--- src/rtl/capture_control_if.sv ---
// ASHI register-access interface between the axi4_lite_slave core and capture_control.
interface capture_control_if;
  logic [31:0] ashi_windx;
  logic [31:0] ashi_wdata;
  logic        ashi_write;
  logic [1:0]  ashi_wresp;
  logic        ashi_widle;
  logic [31:0] ashi_rindx;
  logic        ashi_read;
  logic [31:0] ashi_rdata;
  logic [1:0]  ashi_rresp;
  logic        ashi_ridle;

  modport master (
    output ashi_windx, ashi_wdata, ashi_write, ashi_rindx, ashi_read,
    input  ashi_wresp, ashi_widle, ashi_rdata, ashi_rresp, ashi_ridle
  );

  modport slave (
    input  ashi_windx, ashi_wdata, ashi_write, ashi_rindx, ashi_read,
    output ashi_wresp, ashi_widle, ashi_rdata, ashi_rresp, ashi_ridle
  );
endinterface

--- src/rtl/capture_control.sv ---
// Capture sequencer: downstream reset, RAM calibration wait, bank erase, packet gate.
// Optional interrupt output and IRQ_ENABLE register under CAPTURE_CTL_IRQ_EN.

module cdc_single (
  input  logic clk,
  input  logic resetn,
  input  logic d_async,
  output logic q
);
  logic meta_q, sync_q;

  always_ff @(posedge clk) begin
    if (!resetn) begin
      meta_q <= 1'b0;
      sync_q <= 1'b0;
    end else begin
      meta_q <= d_async;
      sync_q <= meta_q;
    end
  end

  assign q = sync_q;
endmodule

// state      | meaning
// IDLE (0)   | waiting for start, gate closed
// RESET (1)  | sys_reset_out asserted
// SETTLE (2) | reset released, letting the datapath settle
// WAIT_CAL(3)| waiting for all banks calibrated
// WAIT_BUSY(4)| erase issued, waiting for any bank to go busy
// WAIT_IDLE(5)| erasing, waiting for all banks idle
// RUN (6)    | gate open
module capture_control #(
  parameter int unsigned NUM_BANKS          = 4,
  parameter int unsigned NUM_PORTS          = 4,
  parameter int unsigned RESET_CYCLES       = 20,
  parameter int unsigned SETTLE_CYCLES      = 20,
  parameter int unsigned ERASE_START_CYCLES = 20,
  parameter int unsigned CALIB_TIMEOUT      = 32'd100_000_000
) (
  input  logic                 clk,
  input  logic                 resetn,
  capture_control_if.slave     ashi,
  input  logic [NUM_BANKS-1:0] calib_complete_async,
  input  logic [NUM_BANKS-1:0] erase_idle_async,
  input  logic [NUM_PORTS-1:0] qsfp_status_async,
  output logic                 sys_reset_out,
  output logic                 eth_resetn_out,
  output logic                 erase_ram,
  output logic                 packet_gate,
`ifdef CAPTURE_CTL_IRQ_EN
  output logic                 irq,
`endif
  output logic [NUM_PORTS-1:0] led_l
);

  typedef enum logic [2:0] {
    S_IDLE      = 3'd0,
    S_RESET     = 3'd1,
    S_SETTLE    = 3'd2,
    S_WAIT_CAL  = 3'd3,
    S_WAIT_BUSY = 3'd4,
    S_WAIT_IDLE = 3'd5,
    S_RUN       = 3'd6
  } state_t;

  localparam logic [1:0] RESP_OKAY   = 2'b00;
  localparam logic [1:0] RESP_SLVERR = 2'b10;
  localparam logic [1:0] RESP_DECERR = 2'b11;

  // The timer holds the cycles remaining after the current one, so loading N keeps a state for N cycles.
  function automatic logic [31:0] load_val(input logic [31:0] n);
    return (n == 32'd0) ? 32'd0 : n - 32'd1;
  endfunction

  logic [NUM_BANKS-1:0] calib_sync, erase_idle_sync;
  logic [NUM_PORTS-1:0] qsfp_sync;

  for (genvar i = 0; i < NUM_BANKS; i++) begin : g_bank_sync
    cdc_single u_calib (.clk(clk), .resetn(resetn), .d_async(calib_complete_async[i]), .q(calib_sync[i]));
    cdc_single u_erase (.clk(clk), .resetn(resetn), .d_async(erase_idle_async[i]), .q(erase_idle_sync[i]));
  end

  for (genvar i = 0; i < NUM_PORTS; i++) begin : g_port_sync
    cdc_single u_qsfp (.clk(clk), .resetn(resetn), .d_async(qsfp_status_async[i]), .q(qsfp_sync[i]));
  end

  logic calib_all, erase_idle_all;
  assign calib_all      = &calib_sync;
  assign erase_idle_all = &erase_idle_sync;

  state_t      state_q, state_d;
  logic [31:0] timer_q, timer_d;
  logic        sys_reset_q, sys_reset_d;
  logic        eth_resetn_q, eth_resetn_d;
  logic        erase_ram_q, erase_ram_d;
  logic        gate_q, gate_d;
  logic [1:0]  wresp_q, wresp_d;
  logic [1:0]  rresp_q, rresp_d;
  logic [31:0] rdata_q, rdata_d;
  logic [31:0] erase_timeout_q, erase_timeout_d;
  logic [31:0] count_q, count_d;
  logic [1:0]  err_q, err_d;
  logic [1:0]  irq_en_q, irq_en_d;
  logic        irq_q, irq_d;

  logic        wr_capture, start_req, stop_req;
  logic [1:0]  err_set, w1c;
  logic        gate_open, erase_go;
  logic [7:0]  calib8, qsfp8;

  assign wr_capture = ashi.ashi_write && (ashi.ashi_windx == 32'd0);
  assign start_req  = wr_capture && (ashi.ashi_wdata != 32'd0);
  assign stop_req   = wr_capture && (ashi.ashi_wdata == 32'd0);

  always_ff @(posedge clk) begin
    if (!resetn) begin
      state_q         <= S_IDLE;
      timer_q         <= 32'd0;
      sys_reset_q     <= 1'b0;
      eth_resetn_q    <= 1'b1;
      erase_ram_q     <= 1'b0;
      gate_q          <= 1'b0;
      wresp_q         <= RESP_OKAY;
      rresp_q         <= RESP_OKAY;
      rdata_q         <= 32'd0;
      erase_timeout_q <= 32'd1_000_000;
      count_q         <= 32'd0;
      err_q           <= 2'b00;
      irq_en_q        <= 2'b00;
      irq_q           <= 1'b0;
    end else begin
      state_q         <= state_d;
      timer_q         <= timer_d;
      sys_reset_q     <= sys_reset_d;
      eth_resetn_q    <= eth_resetn_d;
      erase_ram_q     <= erase_ram_d;
      gate_q          <= gate_d;
      wresp_q         <= wresp_d;
      rresp_q         <= rresp_d;
      rdata_q         <= rdata_d;
      erase_timeout_q <= erase_timeout_d;
      count_q         <= count_d;
      err_q           <= err_d;
      irq_en_q        <= irq_en_d;
      irq_q           <= irq_d;
    end
  end

  // Success in a wait state is checked before its timeout.
  always_comb begin
    state_d   = state_q;
    timer_d   = (timer_q != 32'd0) ? timer_q - 32'd1 : 32'd0;
    err_set   = 2'b00;
    gate_open = 1'b0;
    erase_go  = 1'b0;
    if (stop_req) begin
      state_d = S_IDLE;
      timer_d = 32'd0;
    end else begin
      case (state_q)
        S_IDLE: if (start_req) begin
          state_d = S_RESET;
          timer_d = load_val(RESET_CYCLES);
        end
        S_RESET: if (timer_q == 32'd0) begin
          state_d = S_SETTLE;
          timer_d = load_val(SETTLE_CYCLES);
        end
        S_SETTLE: if (timer_q == 32'd0) begin
          state_d = S_WAIT_CAL;
          timer_d = load_val(CALIB_TIMEOUT);
        end
        S_WAIT_CAL: if (calib_all) begin
          state_d  = S_WAIT_BUSY;
          timer_d  = load_val(ERASE_START_CYCLES);
          erase_go = 1'b1;
        end else if (timer_q == 32'd0) begin
          state_d    = S_IDLE;
          err_set[0] = 1'b1;
        end
        S_WAIT_BUSY: if (!erase_idle_all) begin
          state_d = S_WAIT_IDLE;
          timer_d = load_val(erase_timeout_q);
        end else if (timer_q == 32'd0) begin
          state_d    = S_IDLE;
          err_set[1] = 1'b1;
        end
        S_WAIT_IDLE: if (erase_idle_all) begin
          state_d   = S_RUN;
          gate_open = 1'b1;
        end else if (timer_q == 32'd0) begin
          state_d    = S_IDLE;
          err_set[1] = 1'b1;
        end
        S_RUN: ;
        default: state_d = S_IDLE;
      endcase
    end
  end

  always_comb begin
    sys_reset_d = sys_reset_q;
    gate_d      = gate_q;
    erase_ram_d = erase_go;
    count_d     = count_q;
    if (stop_req) begin
      sys_reset_d = 1'b0;
      gate_d      = 1'b0;
      erase_ram_d = 1'b0;
    end else begin
      if (state_q == S_IDLE && start_req) begin
        sys_reset_d = 1'b1;
        gate_d      = 1'b0;
      end
      if (state_q == S_RESET && timer_q == 32'd0)
        sys_reset_d = 1'b0;
      if (gate_open) begin
        gate_d  = 1'b1;
        count_d = count_q + 32'd1;
      end
    end
    // A clear that lands on the same cycle as a new error loses.
    err_d = (err_q & ~w1c) | err_set;
    irq_d = (irq_en_q[0] & gate_open) | (irq_en_q[1] & (|err_set));
  end

  always_comb begin
    calib8 = 8'd0;
    qsfp8  = 8'd0;
    calib8[NUM_BANKS-1:0] = calib_sync;
    qsfp8[NUM_PORTS-1:0]  = qsfp_sync;
  end

  always_comb begin
    wresp_d         = wresp_q;
    eth_resetn_d    = eth_resetn_q;
    erase_timeout_d = erase_timeout_q;
    irq_en_d        = irq_en_q;
    w1c             = 2'b00;
    if (ashi.ashi_write) begin
      wresp_d = RESP_OKAY;
      case (ashi.ashi_windx)
        32'd0: if (start_req && state_q != S_IDLE) wresp_d = RESP_SLVERR;
        32'd1, 32'd4: ;
        32'd2: eth_resetn_d = ashi.ashi_wdata[0];
        32'd3: erase_timeout_d = ashi.ashi_wdata;
        32'd5: w1c = ashi.ashi_wdata[1:0];
`ifdef CAPTURE_CTL_IRQ_EN
        32'd6: irq_en_d = ashi.ashi_wdata[1:0];
`endif
        default: wresp_d = RESP_DECERR;
      endcase
    end

    rdata_d = rdata_q;
    rresp_d = rresp_q;
    if (ashi.ashi_read) begin
      rresp_d = RESP_OKAY;
      case (ashi.ashi_rindx)
        32'd0: rdata_d = {29'd0, state_q};
        32'd1: rdata_d = {12'd0, err_q, gate_q, ~erase_idle_all, calib8, qsfp8};
        32'd2: rdata_d = {31'd0, eth_resetn_q};
        32'd3: rdata_d = erase_timeout_q;
        32'd4: rdata_d = count_q;
        32'd5: rdata_d = {30'd0, err_q};
`ifdef CAPTURE_CTL_IRQ_EN
        32'd6: rdata_d = {30'd0, irq_en_q};
`endif
        default: rdata_d = 32'd0;
      endcase
    end
  end

  assign ashi.ashi_widle = ~ashi.ashi_write;
  assign ashi.ashi_ridle = ~ashi.ashi_read;
  assign ashi.ashi_wresp = wresp_q;
  assign ashi.ashi_rresp = rresp_q;
  assign ashi.ashi_rdata = rdata_q;

  assign sys_reset_out  = sys_reset_q;
  assign eth_resetn_out = eth_resetn_q;
  assign erase_ram      = erase_ram_q;
  assign packet_gate    = gate_q;
  assign led_l          = ~qsfp_sync;
`ifdef CAPTURE_CTL_IRQ_EN
  assign irq            = irq_q;
`else
  logic irq_unused;
  assign irq_unused = irq_q ^ (|irq_en_q);
`endif

endmodule

--- src/flat_wrapper.sv ---
// flat-port wrapper written by rule: the top's interface ports become plain ports
module capture_control_flat 
#(
  parameter int unsigned NUM_BANKS          = 4,
  parameter int unsigned NUM_PORTS          = 4,
  parameter int unsigned RESET_CYCLES       = 20,
  parameter int unsigned SETTLE_CYCLES      = 20,
  parameter int unsigned ERASE_START_CYCLES = 20,
  parameter int unsigned CALIB_TIMEOUT      = 32'd100_000_000
)
  (clk, resetn, calib_complete_async, erase_idle_async, qsfp_status_async, sys_reset_out, eth_resetn_out, erase_ram, packet_gate, led_l, ashi_ashi_windx, ashi_ashi_wdata, ashi_ashi_write, ashi_ashi_rindx, ashi_ashi_read, ashi_ashi_wresp, ashi_ashi_widle, ashi_ashi_rdata, ashi_ashi_rresp, ashi_ashi_ridle);
  capture_control_if ashi_i ();
  input  logic clk;
  input  logic resetn;
  input  logic [NUM_BANKS-1:0] calib_complete_async;
  input  logic [NUM_BANKS-1:0] erase_idle_async;
  input  logic [NUM_PORTS-1:0] qsfp_status_async;
  output logic sys_reset_out;
  output logic eth_resetn_out;
  output logic erase_ram;
  output logic packet_gate;
  output logic [NUM_PORTS-1:0] led_l;
  input wire logic [$bits(ashi_i.ashi_windx)-1:0] ashi_ashi_windx;
  input wire logic [$bits(ashi_i.ashi_wdata)-1:0] ashi_ashi_wdata;
  input wire logic [$bits(ashi_i.ashi_write)-1:0] ashi_ashi_write;
  input wire logic [$bits(ashi_i.ashi_rindx)-1:0] ashi_ashi_rindx;
  input wire logic [$bits(ashi_i.ashi_read)-1:0] ashi_ashi_read;
  output wire logic [$bits(ashi_i.ashi_wresp)-1:0] ashi_ashi_wresp;
  output wire logic [$bits(ashi_i.ashi_widle)-1:0] ashi_ashi_widle;
  output wire logic [$bits(ashi_i.ashi_rdata)-1:0] ashi_ashi_rdata;
  output wire logic [$bits(ashi_i.ashi_rresp)-1:0] ashi_ashi_rresp;
  output wire logic [$bits(ashi_i.ashi_ridle)-1:0] ashi_ashi_ridle;
  assign ashi_i.ashi_windx = ashi_ashi_windx;
  assign ashi_i.ashi_wdata = ashi_ashi_wdata;
  assign ashi_i.ashi_write = ashi_ashi_write;
  assign ashi_i.ashi_rindx = ashi_ashi_rindx;
  assign ashi_i.ashi_read = ashi_ashi_read;
  assign ashi_ashi_wresp = ashi_i.ashi_wresp;
  assign ashi_ashi_widle = ashi_i.ashi_widle;
  assign ashi_ashi_rdata = ashi_i.ashi_rdata;
  assign ashi_ashi_rresp = ashi_i.ashi_rresp;
  assign ashi_ashi_ridle = ashi_i.ashi_ridle;
  capture_control #(.NUM_BANKS(NUM_BANKS), .NUM_PORTS(NUM_PORTS), .RESET_CYCLES(RESET_CYCLES), .SETTLE_CYCLES(SETTLE_CYCLES), .ERASE_START_CYCLES(ERASE_START_CYCLES), .CALIB_TIMEOUT(CALIB_TIMEOUT)) u_core (.clk(clk), .resetn(resetn), .ashi(ashi_i), .calib_complete_async(calib_complete_async), .erase_idle_async(erase_idle_async), .qsfp_status_async(qsfp_status_async), .sys_reset_out(sys_reset_out), .eth_resetn_out(eth_resetn_out), .erase_ram(erase_ram), .packet_gate(packet_gate), .led_l(led_l));
endmodule
--- config.mk ---
export PLATFORM = sky130hd
export DESIGN_NAME = capture_control_flat
export DESIGN_NICKNAME = d
export VERILOG_FILES = /design/src/rtl/capture_control_if.sv /design/src/rtl/capture_control.sv /design/src/flat_wrapper.sv
export SDC_FILE = /design/constraint.sdc
export NUM_CORES = 1
export LEC_CHECK = 0
export CAP_MARGIN = 30
export CORE_ASPECT_RATIO = 1.2
export CORE_MARGIN = 3
export CORE_UTILIZATION = 40
export DETAILED_ROUTE_END_ITERATION = 10
export PLACE_DENSITY_LB_ADDON = 0.12
export SYNTH_ARGS = -nofsm -noshare
export SYNTH_HDL_FRONTEND = slang
export SYNTH_HIERARCHICAL = 1
export SYNTH_SLANG_ARGS = --single-unit
--- constraint.sdc ---
create_clock -name clk -period 5 [get_ports clk]
set_clock_uncertainty 0.2 [all_clocks]
set_input_delay 0.5 -clock clk [delete_from_list [all_inputs] [get_ports clk]]
set_output_delay 0.5 -clock clk [all_outputs]
set_load 0.02 [all_outputs]
==> summary.md, run 1 <==
| Metric | Value |
|---|---|
| Arr. time, crit path | 3650 ps |
| Clk_lat worst skew | 430 ps |
| Crit path buffers/inverters | 2 |
| Slew @ Worst Pin | 928 ps |
| Post-CTS Resized | 0 |
| I/O pins | 158 |
| H-Tree Depth | 4 |
| CTS tree | built |
| Worst reg2reg setup slack | 1460 ps |
| Register area share after synthesis | 0.400 |
| Root Buffer Master | clkbuf_16 |
| CTS sink cnt | 163 |
| F_max | 282 MHz |
| Gr usage total | 0.226 |
| Max-Slew Margin vs Limit | 0.376 |
| Antenna violations before repair | 0 |
| Sink of the worst hold path | u_core/g_bank_sync[2].u_erase/q$_SDFF_PN0_ |
| Post-Place Cells | 1352 |
| Fillers | 1900 |
| Maximum vdd ir drop | 0.227 mV |
| WHS | 231 ps |
| Commonest non-fill, non-tap cell in the layout | dfxtp_1 |
| Diodes inserted | 0 |
| DRT iter0 DRCs | 622 |
| Hold path depth | 1 |
| Largest net degree at the start of global routing | 58 |
| Max clock buf depth | 2 |
| R2r endpoint | u_core/timer_q[15]$_SDFF_PP0_ |
| Routability congestion estimate | 0.893 |
| Crit path time final | 3540 ps |
| Finished Cell Area | 10500 um^2 |
| Setup TNS | 0 ps |
| IO buf count | 155 |
| CP peak stage delay | 650 ps |
| Async S/R FF share, synth | 0 |
| CP Max Fanout | 27 |
| Most frequent cells in the layout | dfxtp_1, clkdlybuf4s50_1, nand2_1, nor2_1, a21oi_1 |
| Die Area | 22200 um^2 |
| Drt first pass iters | 5 |
| Syn-to-layout area delta | 29.0% |
| Residual DRC count | 0 |
| Final period utilization | 0.709 |
| Vias/cell | 5.56 |
| Placed cell area | 9920 um^2 |
| Vias in the first global route | 7318 |
| Hold path startpoint | u_core/g_bank_sync[2].u_erase/meta_q$_SDFF_PN0_ |
| Antenna-violating nets left | 0 |
| RSZ-0062 raised after global routing | no |
| Layout cell share with drive strength beyond 1 | 0.0650 |
| Worst-path clk slew | 60 ps |
| Setup Fix Bufs, Post-CTS | 0 |
| CP Capture Type | flop |
| Mapped Area | 8160 um^2 |
| Vias after detailed routing | 7697 |
| Die X-Extent | 136 um |
| Leakage Power | 3.63 nW |
| GRT overflow | 0 |
| Final core utilization | 0.533 |
| Kind of critical path | reg -> reg |
| Routed len/inst | 18.0 um |
| Starting Density | 0.413 |
| First-pass GRT wire length | 39500 um |
| Library cells used by synthesis | 69 |
| Syn Inst Count | 982 |
| Slew Limit Fails | 0 |
| Worst-path cell chain | inv_1, ha_1, nor3b_1, nand4b_1, nor4_2, nor2_1, buf_4, a21oi_1, a21oi_1 |
| Worst-path cell with the longest stage delay | nor4_2 |
| Maxcap violations | 0 |
| EDFF count, synth | 0 |
| Hpwl dp | 18500 um |
| Final setup viols | 0 |
| Ys Warns | 6 |
| PD cells | 380 nW/um^2 |
| Worst Path Required | 5110 ps |
| Worst path most repeated cell | a21oi_1 |
| Hold Buf Count CTS | 0 |
| Ys flop type | dfxtp_1 |
| Seq cells post-synth | 163 |
| Delay-heaviest family, CP | simple AND/OR/NAND/NOR gates |
| Mean Syn Cell Area | 8.31 um^2 |
| Reg2reg start | u_core/erase_timeout_q[0]$_SDFFE_PN0P_ |
| Worst hold path class | reg -> reg |
| Final Hold Viols | 0 |
| FP Rows | 56 |
| Worst-case reg-to-reg path depth | 9 |
| Final net count | 1227 |
| Die span in y | 162 um |
| Core area | 19800 um^2 |
| Crit start category | flop |
| Routed WL | 24900 um |
| Cts bufs inserted | 17 |
| Run status | completed |
| Non-filler cells, final | 1384 |
[worst max-delay path by stage]
stage | startpoint | endpoint | slack (ps) | cells past startpoint
3_3_place_gp | ashi_ashi_wdata[3] | u_core/timer_q[28]$_SDFF_PP0_ | 1450 | 8
3_5_place_dp | ashi_ashi_wdata[3] | u_core/timer_q[28]$_SDFF_PP0_ | 1370 | 8
2_1_floorplan | u_core/timer_q[15]$_SDFF_PP0_ | u_core/timer_q[13]$_SDFF_PP0_ | 2250 | 9
6_report | u_core/erase_timeout_q[0]$_SDFFE_PN0P_ | u_core/timer_q[15]$_SDFF_PP0_ | 1460 | 9
4_1_cts | u_core/erase_timeout_q[0]$_SDFFE_PN0P_ | u_core/timer_q[15]$_SDFF_PP0_ | 1450 | 9
5_1_grt | u_core/erase_timeout_q[0]$_SDFFE_PN0P_ | u_core/timer_q[6]$_SDFF_PP0_ | 1170 | 9
[cells in the mapped netlist (6+ instances only)]
library cell / instances / area share
dfxtp_1: 163 / 0.40
nand2_1: 96 / 0.044
nor2_1: 74 / 0.034
a21oi_1: 65 / 0.040
o21ai_0: 65 / 0.040
clkbuf_1: 52 / 0.024
nor4_1: 40 / 0.031
mux2i_1: 38 / 0.047
xor2_1: 37 / 0.040
and2_1: 30 / 0.023
or3_1: 28 / 0.021
inv_1: 27 / 0.012
nor3_1: 26 / 0.016
a22oi_1: 20 / 0.018
nand3_1: 19 / 0.012
nand4_1: 17 / 0.013
xnor2_1: 16 / 0.017
or4_1: 13 / 0.012
o22ai_1: 11 / 0.0084
a222oi_1: 9 / 0.011
a32oi_1: 9 / 0.0097
a31oi_1: 7 / 0.0054
and4_1: 7 / 0.0075
nand2b_1: 7 / 0.0054
nand4b_1: 7 / 0.0075
o31ai_1: 7 / 0.0064
o211ai_1: 6 / 0.0055
[per-layer routing]
metal | track usage | vias up | part of all wire
met2 | 0.374 | 191 | 0.49
met4 | 0.0600 | 0 | 0.014
met1 | 0.305 | 3621 | 0.44
met5 | 0 | - | 0
li1 | - | 3860 | -
met3 | 0.0365 | 25 | 0.050
[final cells by class]
class | count | area (um^2) | area share
inverters | 27 | 101 | 0.00963
repair buffers | 171 | 1690 | 0.161
multi-input cells | 731 | 4560 | 0.433
well taps | 261 | 327 | 0.0310
flip-flops and latches | 163 | 3260 | 0.310
clock buffers | 20 | 457 | 0.0434
clock inverters | 11 | 126 | 0.0120
[report_power, final]
part / total [W] / switching (W) / internal, W
Combinational: 0.00119 / 0.000676 / 0.000516
Clock: 0.00131 / 0.000545 / 0.000762
Sequential: 0.00150 / 0.000100 / 0.00140
[cells by family (layout without fill, tap and decap cells)]
kind of cell | Yosys count | in the layout | synth area share
adder cells (fa/ha/maj) | 4 | 4 | 0.00613
AO/OA/AOI/OAI | 234 | 234 | 0.180
buffers and inverters | 89 | 229 | 0.0440
AND/OR/NAND/NOR | 399 | 399 | 0.263
XOR/XNOR | 53 | 53 | 0.0569
other | 1 | 2 | 0.000459
flip-flops | 163 | 163 | 0.400
multiplexers | 39 | 39 | 0.0494
[flip-flops by register name (all words and copies together), names as in the netlist]
name / cells
u_core/ashi.ashi_rdata: 32
u_core/count_q: 32
u_core/erase_timeout_q: 32
u_core/timer_q: 32
u_core/g_bank_sync.u_calib/meta_q: 4
u_core/g_bank_sync.u_calib/q: 4
u_core/g_bank_sync.u_erase/meta_q: 4
u_core/g_bank_sync.u_erase/q: 4
u_core/g_port_sync.u_qsfp/meta_q: 4
u_core/g_port_sync.u_qsfp/q: 4
u_core/state_q: 3
u_core/ashi.ashi_wresp: 2
u_core/err_q: 2
u_core/erase_ram: 1
u_core/eth_resetn_out: 1
u_core/packet_gate: 1
u_core/sys_reset_out: 1
[metrics by stage]
step,setup slack (ps),total power (W)
2_1_floorplan,2250,0.00238
3_3_place_gp,1450,0.00270
3_5_place_dp,1370,0.00270
4_1_cts,1450,0.00402
5_1_grt,1170,0.00422
6_report,1460,0.00400
Note: power is estimated with default switching activity, not from simulation.
==> run 2: changes to the inputs <==
- clock period: 5 -> 3.1 ns (I/O delays scaled with it)
==> run 2 against run 1 <==
Register-to-register slack lost 1300 ps; wire length grew 2.0%; design area grew 2.9%; sequential share of layout area shrank 0.86 points; critical path type unchanged; total power grew 67%; flip-flop and latch count is the same; critical endpoint is now u_core/timer_q[3]$_SDFF_PP0_; clock power grew 72%; global-route usage grew 0.69 points; largest power group unchanged; die area is the same; cell count grew 2.2%; sequential power grew 59%; utilization grew 1.5 points.
==> summary.md, run 2 (synthesis gave the netlist of run 1 again) <==
| Metric | Value |
|---|---|
| CP Max Fanout | 16 (was 27) |
| Starting Density | 0.413 (unchanged) |
| FP Rows | 56 (unchanged) |
| Final period utilization | 0.958 (was 0.709) |
| CP Capture Type | flop (unchanged) |
| Root Buffer Master | clkbuf_16 (unchanged) |
| Leakage Power | 3.81 nW (was 3.63 nW) |
| Post-Place Cells | 1382 (was 1352) |
| Vias/cell | 5.55 (was 5.56) |
| Routed len/inst | 17.9 um (was 18.0 um) |
| Slew Limit Fails | 0 (unchanged) |
| Worst-path clk slew | 70 ps (was 60 ps) |
| Slew @ Worst Pin | 756 ps (was 928 ps) |
| Routability congestion estimate | 0.867 (was 0.893) |
| F_max | 337 MHz (was 282 MHz) |
| Diodes inserted | 0 (unchanged) |
| Setup Fix Bufs, Post-CTS | 0 (unchanged) |
| Placed cell area | 10200 um^2 (was 9920 um^2) |
| Run status | completed (unchanged) |
| Layout cell share with drive strength beyond 1 | 0.0902 (was 0.0650) |
| Die Area | 22200 um^2 (unchanged) |
| Final setup viols | 0 (unchanged) |
| Largest net degree at the start of global routing | 56 (was 58) |
| Non-filler cells, final | 1414 (was 1384) |
| Setup TNS | 0 ps (unchanged) |
| I/O pins | 158 (unchanged) |
| Routed WL | 25300 um (was 24900 um) |
| Vias in the first global route | 7630 (was 7318) |
| Final Hold Viols | 0 (unchanged) |
| Hpwl dp | 19100 um (was 18500 um) |
| Max clock buf depth | 2 (unchanged) |
| RSZ-0062 raised after global routing | no (unchanged) |
| Core area | 19800 um^2 (unchanged) |
| Cts bufs inserted | 17 (unchanged) |
| Max-Slew Margin vs Limit | 0.494 (was 0.376) |
| First-pass GRT wire length | 40500 um (was 39500 um) |
| Most frequent cells in the layout | dfxtp_1, clkdlybuf4s50_1, nand2_1, nor2_1, a21oi_1 (unchanged) |
| IO buf count | 155 (unchanged) |
| Maxcap violations | 0 (unchanged) |
| WHS | 231 ps (about the same) |
| PD cells | 617 nW/um^2 (was 380 nW/um^2) |
| Worst hold path class | in -> reg (was reg -> reg) |
| Hold Buf Count CTS | 0 (unchanged) |
| Antenna violations before repair | 0 (unchanged) |
| Post-CTS Resized | 0 (unchanged) |
| Finished Cell Area | 10800 um^2 (was 10500 um^2) |
| Kind of critical path | reg -> reg (unchanged) |
| Commonest non-fill, non-tap cell in the layout | dfxtp_1 (unchanged) |
| Die X-Extent | 136 um (unchanged) |
| Syn-to-layout area delta | 32.7% (was 29.0%) |
| Worst Path Required | 3210 ps (was 5110 ps) |
| Arr. time, crit path | 3080 ps (was 3650 ps) |
| Residual DRC count | 0 (unchanged) |
| Vias after detailed routing | 7846 (was 7697) |
| CTS tree | built (unchanged) |
| Maximum vdd ir drop | 0.397 mV (was 0.227 mV) |
| Fillers | 1899 (was 1900) |
| Die span in y | 162 um (unchanged) |
| GRT overflow | 0 (unchanged) |
| Crit path time final | 2970 ps (was 3540 ps) |
| CTS sink cnt | 163 (unchanged) |
| DRT iter0 DRCs | 545 (was 622) |
| Crit start category | flop (unchanged) |
| Final core utilization | 0.548 (was 0.533) |
| Drt first pass iters | 5 (unchanged) |
| Antenna-violating nets left | 0 (unchanged) |
| H-Tree Depth | 4 (unchanged) |
| Gr usage total | 0.232 (was 0.226) |
| Final net count | 1256 (was 1227) |
| Clk_lat worst skew | 440 ps (was 430 ps) |
run 2: worst paths after layout:
| kind | startpoint | endpoint | slack [ps] | cells after the start |
|---|---|---|---|---|
| worst max-delay path | u_core/timer_q[24]$_SDFF_PP0_ | u_core/timer_q[3]$_SDFF_PP0_ | 130 | 8 |
| worst min-delay path | qsfp_status_async[3] | u_core/g_port_sync[3].u_qsfp/meta_q$_SDFF_PN0_ | 230 | 2 |
| worst max register to register | u_core/timer_q[24]$_SDFF_PP0_ | u_core/timer_q[3]$_SDFF_PP0_ | 130 | 8 |
| worst min register to register | u_core/g_bank_sync[1].u_calib/meta_q$_SDFF_PN0_ | u_core/g_bank_sync[1].u_calib/q$_SDFF_PN0_ | 230 | 1 |
run 2: per-layer routing:
layer	wire [um]	global-route usage	up-vias
li1	-	-	3913
met1	11300	0.310	3733
met2	12600	0.388	176
met3	1060	0.0430	24
met4	308	0.0596	0
met5	0	0	-
run 2: layout make-up:
cell class,instances,area (um^2),area share
multi-input cells,731,4560,0.421
flip-flops and latches,163,3260,0.301
repair buffers,200,1950,0.180
clock buffers,19,453,0.0418
well taps,261,327,0.0302
clock inverters,13,170,0.0157
inverters,27,101,0.00936
run 2: power by group:
part	switching (W)	internal (W)	total, W
Sequential	0.000134	0.00225	0.00239
Clock	0.000920	0.00133	0.00225
Combinational	0.00113	0.000913	0.00204
run 2: worst max-delay path, cell delays in order, from the launching register on:
cell	delay (ps)
dfxtp_1	360
or4_1	590
or4_1	530
nor4_2	300
buf_4	280
a2111oi_2	80
buf_4	220
o22ai_1	190
a21oi_1	80
run 2: per-stage QoR:
stage / setup slack (ps) / power, W
2_1_floorplan: 353 / 0.00384
3_3_place_gp: 195 / 0.00443
3_5_place_dp: 156 / 0.00444
4_1_cts: 137 / 0.00669
5_1_grt: 16.3 / 0.00702
6_report: 130 / 0.00668
